File: src/rtl/debounce_scheduler.sv
// Multi-channel switch debouncer: all channels share one down-counter.
// A round-robin arbiter grants the counter to one channel at a time.
module debounce_scheduler #(
  parameter int CH = 4,
  parameter int N  = 21,
  localparam int OW = (CH > 1) ? $clog2(CH) : 1
) (
  input  logic          clk,
  input  logic          reset,
  input  logic [CH-1:0] sw,
  output logic [CH-1:0] db_level,
  output logic [CH-1:0] db_tick,
  output logic          busy,
  output logic [OW-1:0] owner
);

  typedef enum logic [1:0] {
    S_IDLE  = 2'b00,
    S_COUNT = 2'b01
  } state_t;

  localparam logic [OW:0] CH_W = (OW+1)'(CH);

  state_t        r_state, w_state_next;
  logic [CH-1:0] r_sync1, r_sync2;
  logic [CH-1:0] r_db_level, w_level_next;
  logic [CH-1:0] r_db_tick, w_tick_next;
  logic [N-1:0]  r_timer, w_timer_next;
  logic [OW-1:0] r_owner, w_owner_next;
  logic [OW-1:0] r_ptr, w_ptr_next;

  logic [CH-1:0]   w_req;
  logic [2*CH-1:0] w_req2;
  logic [CH-1:0]   w_rot;
  logic            w_grant_valid;
  logic [OW-1:0]   w_off;
  logic [OW-1:0]   w_grant_idx;
  logic [OW-1:0]   w_grant_inc;
  logic [OW:0]     w_sum;
  logic [OW:0]     w_inc;
  logic            w_last_count;

  assign w_req  = r_sync2 ^ r_db_level;
  // Rotate requests so that bit 0 is the channel the search starts from.
  assign w_req2 = {w_req, w_req};
  assign w_rot  = CH'(w_req2 >> r_ptr);

  always_comb begin
    w_grant_valid = 1'b0;
    w_off         = '0;
    for (int k = CH - 1; k >= 0; k--) begin
      if (w_rot[k]) begin
        w_grant_valid = 1'b1;
        w_off         = OW'(k);
      end
    end
  end

  assign w_sum       = {1'b0, r_ptr} + {1'b0, w_off};
  assign w_grant_idx = (w_sum >= CH_W) ? OW'(w_sum - CH_W) : OW'(w_sum);
  assign w_inc       = {1'b0, w_grant_idx} + (OW+1)'(1);
  assign w_grant_inc = (w_inc >= CH_W) ? OW'(w_inc - CH_W) : OW'(w_inc);
  // The edge that takes the timer from 1 to 0 is the completing edge.
  assign w_last_count = (r_timer == N'(1)) || (r_timer == '0);

  always_ff @(posedge clk or negedge reset) begin
    if (!reset) begin
      r_state    <= S_IDLE;
      r_sync1    <= '0;
      r_sync2    <= '0;
      r_db_level <= '0;
      r_db_tick  <= '0;
      r_timer    <= '0;
      r_owner    <= '0;
      r_ptr      <= '0;
    end else begin
      r_state    <= w_state_next;
      r_sync1    <= sw;
      r_sync2    <= r_sync1;
      r_db_level <= w_level_next;
      r_db_tick  <= w_tick_next;
      r_timer    <= w_timer_next;
      r_owner    <= w_owner_next;
      r_ptr      <= w_ptr_next;
    end
  end

  always_comb begin
    w_state_next = r_state;
    w_level_next = r_db_level;
    w_tick_next  = '0;
    w_timer_next = r_timer;
    w_owner_next = r_owner;
    w_ptr_next   = r_ptr;
    case (r_state)
      S_IDLE: begin
        if (w_grant_valid) begin
          w_state_next = S_COUNT;
          w_timer_next = '1;
          w_owner_next = w_grant_idx;
          w_ptr_next   = w_grant_inc;
        end
      end
      S_COUNT: begin
        if (r_sync2[r_owner] == r_db_level[r_owner]) begin
          w_state_next = S_IDLE;
        end else if (w_last_count) begin
          w_state_next          = S_IDLE;
          w_timer_next          = '0;
          w_level_next[r_owner] = ~r_db_level[r_owner];
          w_tick_next[r_owner]  = ~r_db_level[r_owner];
        end else begin
          w_timer_next = r_timer - N'(1);
        end
      end
      default: begin
        w_state_next = S_IDLE;
      end
    endcase
  end

  assign db_level = r_db_level;
  assign db_tick  = r_db_tick;
  assign busy     = (r_state == S_COUNT);
  assign owner    = r_owner;

endmodule

File: config.mk
export PLATFORM = sky130hd
export DESIGN_NAME = debounce_scheduler
export DESIGN_NICKNAME = d
export VERILOG_FILES = /design/src/rtl/debounce_scheduler.sv
export SDC_FILE = /design/constraint.sdc
export NUM_CORES = 1
export LEC_CHECK = 0
export CORE_MARGIN = 4
export CORE_UTILIZATION = 45
export DETAILED_ROUTE_END_ITERATION = 12
export PLACE_DENSITY = 0.61
export SYNTH_ARGS = -nofsm -noshare
export SYNTH_HDL_FRONTEND = slang
export SYNTH_SLANG_ARGS = --single-unit
File: constraint.sdc
create_clock -name clk -period 2.35 [get_ports clk]
set_clock_uncertainty 0.05 [all_clocks]
set_input_delay 0.3525 -clock clk [delete_from_list [all_inputs] [get_ports clk]]
set_output_delay 0.3525 -clock clk [all_outputs]
set_load 0.02 [all_outputs]
==> results of run 1 <==
==> kinds of logic after synthesis <==
| logic type | after synthesis | share of synthesized area |
|---|---|---|
| simple gates | 78 | 0.205 |
| compound gates | 60 | 0.179 |
| flops | 42 | 0.476 |
| xor+xnor | 15 | 0.0596 |
| buf+inv | 13 | 0.0267 |
| fa+ha+maj | 4 | 0.0227 |
| mux | 3 | 0.0306 |
==> power by group through the flow <==
stage          Sequential (mW)  Clock (mW)  Combinational [mW]
4_1_cts                  0.920       0.523               0.906
2_1_floorplan            0.909           0               0.601
3_5_place_dp             0.932           0               0.902
5_1_grt                  0.946       0.565                1.00
3_3_place_gp             0.922           0               0.875
6_report                 0.923       0.515               0.910
==> registers in the layout, summed over array words and instances, names as in the netlist <==
| register | count |
|---|---|
| r_sync2 | 4 |
| db_tick | 4 |
| owner | 2 |
| r_ptr | 2 |
| r_state | 1 |
| r_timer | 21 |
| db_level | 4 |
| r_sync1 | 4 |
==> final cells by class <==
class	count	area, um^2
inverters	5	18.8
flip-flops and latches	42	1050
repair buffers	37	328
clock inverters	3	28.8
clock buffers	5	68.8
multi-input cells	160	1160
well taps	67	83.8
fillers	403	1980
==> worst max-delay path by stage <==
stage	slack, ps	from	end
global placement	120	db_level[2]	r_ptr[1]
floorplan	40	owner[0]	r_timer[14]
global route	-10	db_level[0]	r_ptr[1]
finish	100	db_level[1]	r_ptr[1]
detailed placement	-10	db_level[3]	r_ptr[1]
CTS	30	db_level[1]	r_ptr[1]
==> cell usage in the layout, fill, tap and decap left out, drive strengths merged, types with 5 or more instances in the layout <==
| master | instances |
|---|---|
| xor2 | 9 |
| nor3 | 12 |
| clkdlybuf4s50 | 15 |
| o21ai | 26 |
| xnor2 | 6 |
| inv | 7 |
| nor4 | 11 |
| a21oi | 6 |
| nand2 | 23 |
| clkbuf | 5 |
| dfrtp | 42 |
| buf | 21 |
| nor2 | 13 |
| o311ai | 7 |
| o211ai | 7 |
==> cells in the mapped netlist <==
library cell and count:
inv_1 5, nor3b_1 1, a31o_2 1, nand3_1 4, mux4_2 3, a21o_1 2, nand2_4 1, or3_1 3
buf_4 2, ha_1 4, dfrtp_1 42, nor3_2 1, o211ai_1 7, o41ai_1 1, o31a_1 2, nand2b_1 3
o21bai_1 1, nor2_1 13, a221o_1 2, nor4_2 2, o31ai_1 1, or4_1 1, xor2_1 9, nand2_2 1
nor2b_1 2, a21oi_1 6, o311ai_0 7, and2_1 1, nor3b_2 2, o21a_1 1, nor4_1 7, nor3_1 11
or2_2 1, nor4b_1 1, xnor2_1 6, o21ai_0 26, nor4_4 2, clkbuf_1 4, o311a_1 1, buf_2 2
nand2_1 21, a311oi_1 2
==> metrics by stage <==
stage	hold WS [ps]	TNS (ps)
floorplan	6.91	0
global placement	215	0
detailed placement	227	-13.6
CTS	307	0
global route	319	-14.8
finish	304	0
==> what timing repair did <==
item | 4_1_cts | 5_1_grt
gates resized for setup | 2 | 10
pin swaps | 0 | 1
hold endpoints to repair | 14 | 0
endpoints found under the setup margin | 1 | 8
buffers inserted | 0 | 0
hold buffers | 1 | 0
==> per-layer routing <==
layer | global-route usage | routed length, um | vias to the layer above | share of wire
met1 | 0.264 | 2440 | 889 | 0.47
met4 | 0.0682 | 58 | 0 | 0.011
met2 | 0.290 | 2490 | 42 | 0.48
met3 | 0.0413 | 225 | 7 | 0.043
li1 | - | - | 868 | -
met5 | 0 | 0 | - | 0
==> critical path: cells and delay by family (launching register included) <==
family	cells	cell delay (ps)
flip-flops	1	500
AND/OR/NAND/NOR	2	160
AO/OA/AOI/OAI	2	390
XOR/XNOR	4	710
adder cells (fa/ha/maj)	1	310
==> impl_results.md, run 1 <==
* Status: finished clean
* DP Worst Slack at -13.6 ps
* P&R area growth vs syn at 24.3%
* Post-Synthesis Cell Area at 0.00221 mm^2
* Worst R2R End: r_ptr[1]
* Clock transition at path regs at 100 ps
* Worst setup margin at 103 ps
* Synth top area cells: dfrtp_1 (48%), o21ai_0 (5.9%), nand2_1 (3.6%)
* Cell Area, Placed at 0.00257 mm^2
* Min-delay src: r_sync1[3]
* IO Count at 17
* Crit path max fanout at 6
* Int Power at 1.44 mW
* Layout cells sized above 1 at 0.210
* Avg WL per Cell at 16.3 um
* Worst vdd ir at 0.000374 V
* Nets at 261
* Inserted Diodes at 0
* Final Core Density at 0.581
* Die area at 0.00609 mm^2
* CTS tree: done
* PwrDens at 856 mW/mm^2
* Crit-path slowest cell: dfrtp_1
* Slew Viols, Final at 0
* Synth Net Count at 225
* Required time worst endpoint at 2490 ps
* Die width at 78.0 um
* Net Sw Power at 0.907 mW
* All-Layer GR Usage at 0.189
* Final instance area at 0.00274 mm^2
* Post-Syn Instances at 215
* Tcrit/Tclk final at 0.956
* Leading area contributor after synthesis: dfrtp_1
* Syn_area_per_cell at 10.3 um^2
* Via-to-Cell Ratio at 5.66
* Critical Path End Type: flop
* Clk buf depth at 2
* Final non-filler cell total at 319
* Sequential share of power at 0.393
* Max-cap violations at 0
* Number of synthesized register bits at 42
* Core area at 0.00472 mm^2
* Clk root buf: clkbuf_8
* Vias in the first global route at 1877
* Final hold vios at 0
* Final setup violation count at 0
* Max incr delay on CP at 500 ps
* Clock share of power at 0.219
* Dpl hpwl at 3.74 mm
* Sw Ratio at 0.386
* CP most frequent cell: xnor2_1
* Final GP Congestion at 0.893
* Initial antenna violation count at 0
* Clock Sinks at 42
* TritonRoute pass-1 iters at 4
* Num rows at 25
* Slack of the worst reg-to-reg path at 100 ps
* Combinational cell fraction of total power at 0.387
* Worst Path Arrival at 2390 ps
* Leakage at 1.08 nW
* Hold Path Depth at 0
* Reg-to-Reg Start: db_level[1]
* Tmin final at 2250 ps
* CP Launch Type: flop
* Reg2Reg Depth at 9
* Port Buf Inserts at 16
* Remaining global-route overflow at 0
* Largest net degree at the start of global routing at 29
* Drc violations at 0
* RSZ-0062 raised after global routing: yes
* TritonCTS Buffers at 5
* Skew-Pair Late Insertion Delay at 310 ps
* Hold path endpoint: r_sync2[3]
* Max-Slew Margin vs Limit at 0.586
* Min-delay worst type: reg -> reg
* Antenna Nets Post-Route at 0
* H-tree levels at 2
* Vias at 1806
* Initial Utilization at 0.467
* F_max at 0.445 GHz
* Seq/Total Area, Yosys at 0.476
* Share of the synthesized area in the top cell type at 0.476
* Drt total wl at 5.21 mm
* Post-synthesis cell type count at 42
* Critical path cell sequence: xnor2_1 > nor3_1 > a311oi_1 > o21ai_0 > ha_1 > xnor2_1 > xnor2_1 > nand2_1 > xnor2_1
* Critical path class: reg -> reg
* Placed instance count at 310
* DR iter-0 viols at 131
* Worst-Margin Slew at 621 ps
* Pwr Total at 2.35 mW
* Die Ht at 78.0 um
* First-pass GRT wire length at 9.14 mm
* Synth warn at 0
Power figures use the tool's default switching activity.
==> run 2, diff against run 1 <==
- CTS_CLUSTER_DIAMETER: unset -> 80
- clock period: 2.35 -> 2.3 ns (I/O delays scaled with it)
==> impl_results.md, run 2 (synthesis gave the netlist of run 1 again) <==
* First-pass GRT wire length at 9.03 mm (-1.3%)
* Final Core Density at 0.600 (+0.0193)
* H-tree levels at 2 (unchanged)
* Slew Viols, Final at 0 (unchanged)
* PwrDens at 870 mW/mm^2 (+1.6%)
* Clock transition at path regs at 80 ps (-20 ps)
* Clk root buf: clkbuf_8
* Largest net degree at the start of global routing at 29 (unchanged)
* Required time worst endpoint at 2430 ps (-60 ps)
* Leakage at 1.13 nW (+4.1%)
* Vias at 1859 (+2.9%)
* Die area at 0.00609 mm^2 (unchanged)
* Worst vdd ir at 0.000451 V (+20%)
* Reg-to-Reg Start: r_sync2[0]
* TritonRoute pass-1 iters at 4 (unchanged)
* Core area at 0.00472 mm^2 (unchanged)
* Skew-Pair Late Insertion Delay at 290 ps (-20 ps)
* Inserted Diodes at 0 (unchanged)
* Clk buf depth at 2 (unchanged)
* TritonCTS Buffers at 5 (unchanged)
* Crit path max fanout at 4 (-2)
* Drc violations at 0 (unchanged)
* Max reg flops at 21 (unchanged)
* Met3 routed wirelength at 209 um (-7.1%)
* Worst Path Arrival at 2310 ps (-80 ps)
* Setup_tns at 0 ps (unchanged)
* Crit. Startpoint: r_sync2[0]
* Drt total wl at 5.22 mm (+0.12%)
* Avg WL per Cell at 16.1 um (-1.4%)
* Initial Utilization at 0.467 (unchanged)
* Min-delay src: r_sync1[3]
* Remaining global-route overflow at 0 (unchanged)
* Antenna Nets Post-Route at 0 (unchanged)
* Worst-Margin Slew at 583 ps (-37.9 ps)
* Status: finished clean
* Top reg by flops: r_timer
* Critical path class: reg -> reg
* Critical Path End Type: flop
* Met1 WL at 2.34 mm (-4.0%)
* Met2 WL at 2.61 mm (+4.8%)
* Most frequent cells in the layout: dfrtp_1 (36), buf_4 (25), o21ai_0 (24)
* CP Launch Type: flop
* Final setup violation count at 0 (unchanged)
* Nets at 266 (+1.9%)
* Highest Signal Layer: met4
* All-Layer GR Usage at 0.185 (-0.00389)
* Final GP Congestion at 0.841 (-5.8%)
* P&R area growth vs syn at 28.5%
* Vias in the first global route at 1890 (+0.69%)
* Num rows at 25 (unchanged)
* Most common cell after layout, fill and taps aside: dfrtp_1
* Layout cells sized above 1 at 0.265 (+0.0543)
* Clock Sinks at 42 (unchanged)
* IO Count at 17 (unchanged)
* Port Buf Inserts at 16 (unchanged)
* Max-cap violations at 0 (unchanged)
* Dpl hpwl at 3.73 mm (-0.45%)
* DR iter-0 viols at 153 (+17%)
* Min-delay worst type: reg -> reg
* Die Ht at 78.0 um (unchanged)
* Max-Slew Margin vs Limit at 0.611 (+0.0253)
* Initial antenna violation count at 0 (unchanged)
* F_max at 0.458 GHz (+2.9%)
* Tcrit/Tclk final at 0.949 (-0.00712)
* Via-to-Cell Ratio at 5.74 (+1.3%)
* CTS tree: done
* Final hold vios at 0 (unchanged)
* Die width at 78.0 um (unchanged)
* Tmin final at 2180 ps (-64.2 ps)
run 2: cell count changes in the layout (fill, tap and decap cells not counted), sizes merged:
cell,before,now
clkinv,1,2
inv,7,5
buf,21,26
bufinv,0,1
run 2: layer usage:
metal | global-route usage | vias to the layer above
met5 | 0 | -
met4 | 0.0717 | 0
met1 | 0.254 | 928
li1 | - | 880
met3 | 0.0344 | 4
met2 | 0.292 | 47
run 2: layout make-up:
type                       count  area, um^2
multi-input combinational    160        1210
timing repair buffer          42         353
tap                           67        83.8
fill                         400        1890
clock buffer                   5        68.8
inverter                       5        18.8
sequential                    42        1060
clock inverter                 3        40.0
run 2: per-stage QoR:
| step | hold slack [ps] | power (mW) | area, um^2 | setup WS, ps | std cells |
|---|---|---|---|---|---|
| CTS | 307 | 2.43 | 2710 | 22.0 | 320 |
| detailed placement | 215 | 1.84 | 2560 | -53.2 | 311 |
| floorplan | -0.591 | 1.55 | 2210 | 15.9 | 215 |
| finish | 304 | 2.46 | 2830 | 117 | 324 |
| global placement | 210 | 1.81 | 2560 | 55.6 | 311 |
| global route | 321 | 2.63 | 2830 | -4.85 | 324 |
run 2: where the power goes:
| part | internal, mW | switching [mW] | leakage, nW |
|---|---|---|---|
| combinational | 0.422 | 0.511 | 0.626 |
| sequential | 0.822 | 0.136 | 0.444 |
| clock | 0.320 | 0.255 | 0.0579 |
| total | 1.56 | 0.901 | 1.13 |
run 2: what timing repair did:
| item | in CTS | in global routing |
|---|---|---|
| cloned | 0 | 0 |
| endpoints found under the setup margin | 4 | 18 |
| endpoints found under the hold margin | 14 | 0 |
| pin swaps | 0 | 3 |
| hold buffers | 1 | 0 |
| buffers inserted | 0 | 4 |
| gates resized for setup | 4 | 25 |
run 2: worst paths after layout:
| check | endpoint | cells past startpoint | slack [ps] |
|---|---|---|---|
| max in group asynchronous | r_sync2[3] | 3 | 1070 |
| min reg2reg | r_sync2[3] | 0 | 300 |
| min | r_sync2[3] | 0 | 300 |
| min in group asynchronous | r_timer[1] | 2 | 420 |
| max reg2reg | r_ptr[1] | 10 | 120 |
| max | r_ptr[1] | 10 | 120 |
run 2: worst max-delay path, stage by stage (launching register included):
cell and delay [ps]:
dfrtp_2 450, xor2_4 200, buf_4 150, nor4_1 250, a21oi_1 60, o21ai_1 100, ha_1 270, xnor2_1 190
xnor2_1 140, nand2_1 80, xnor2_1 120
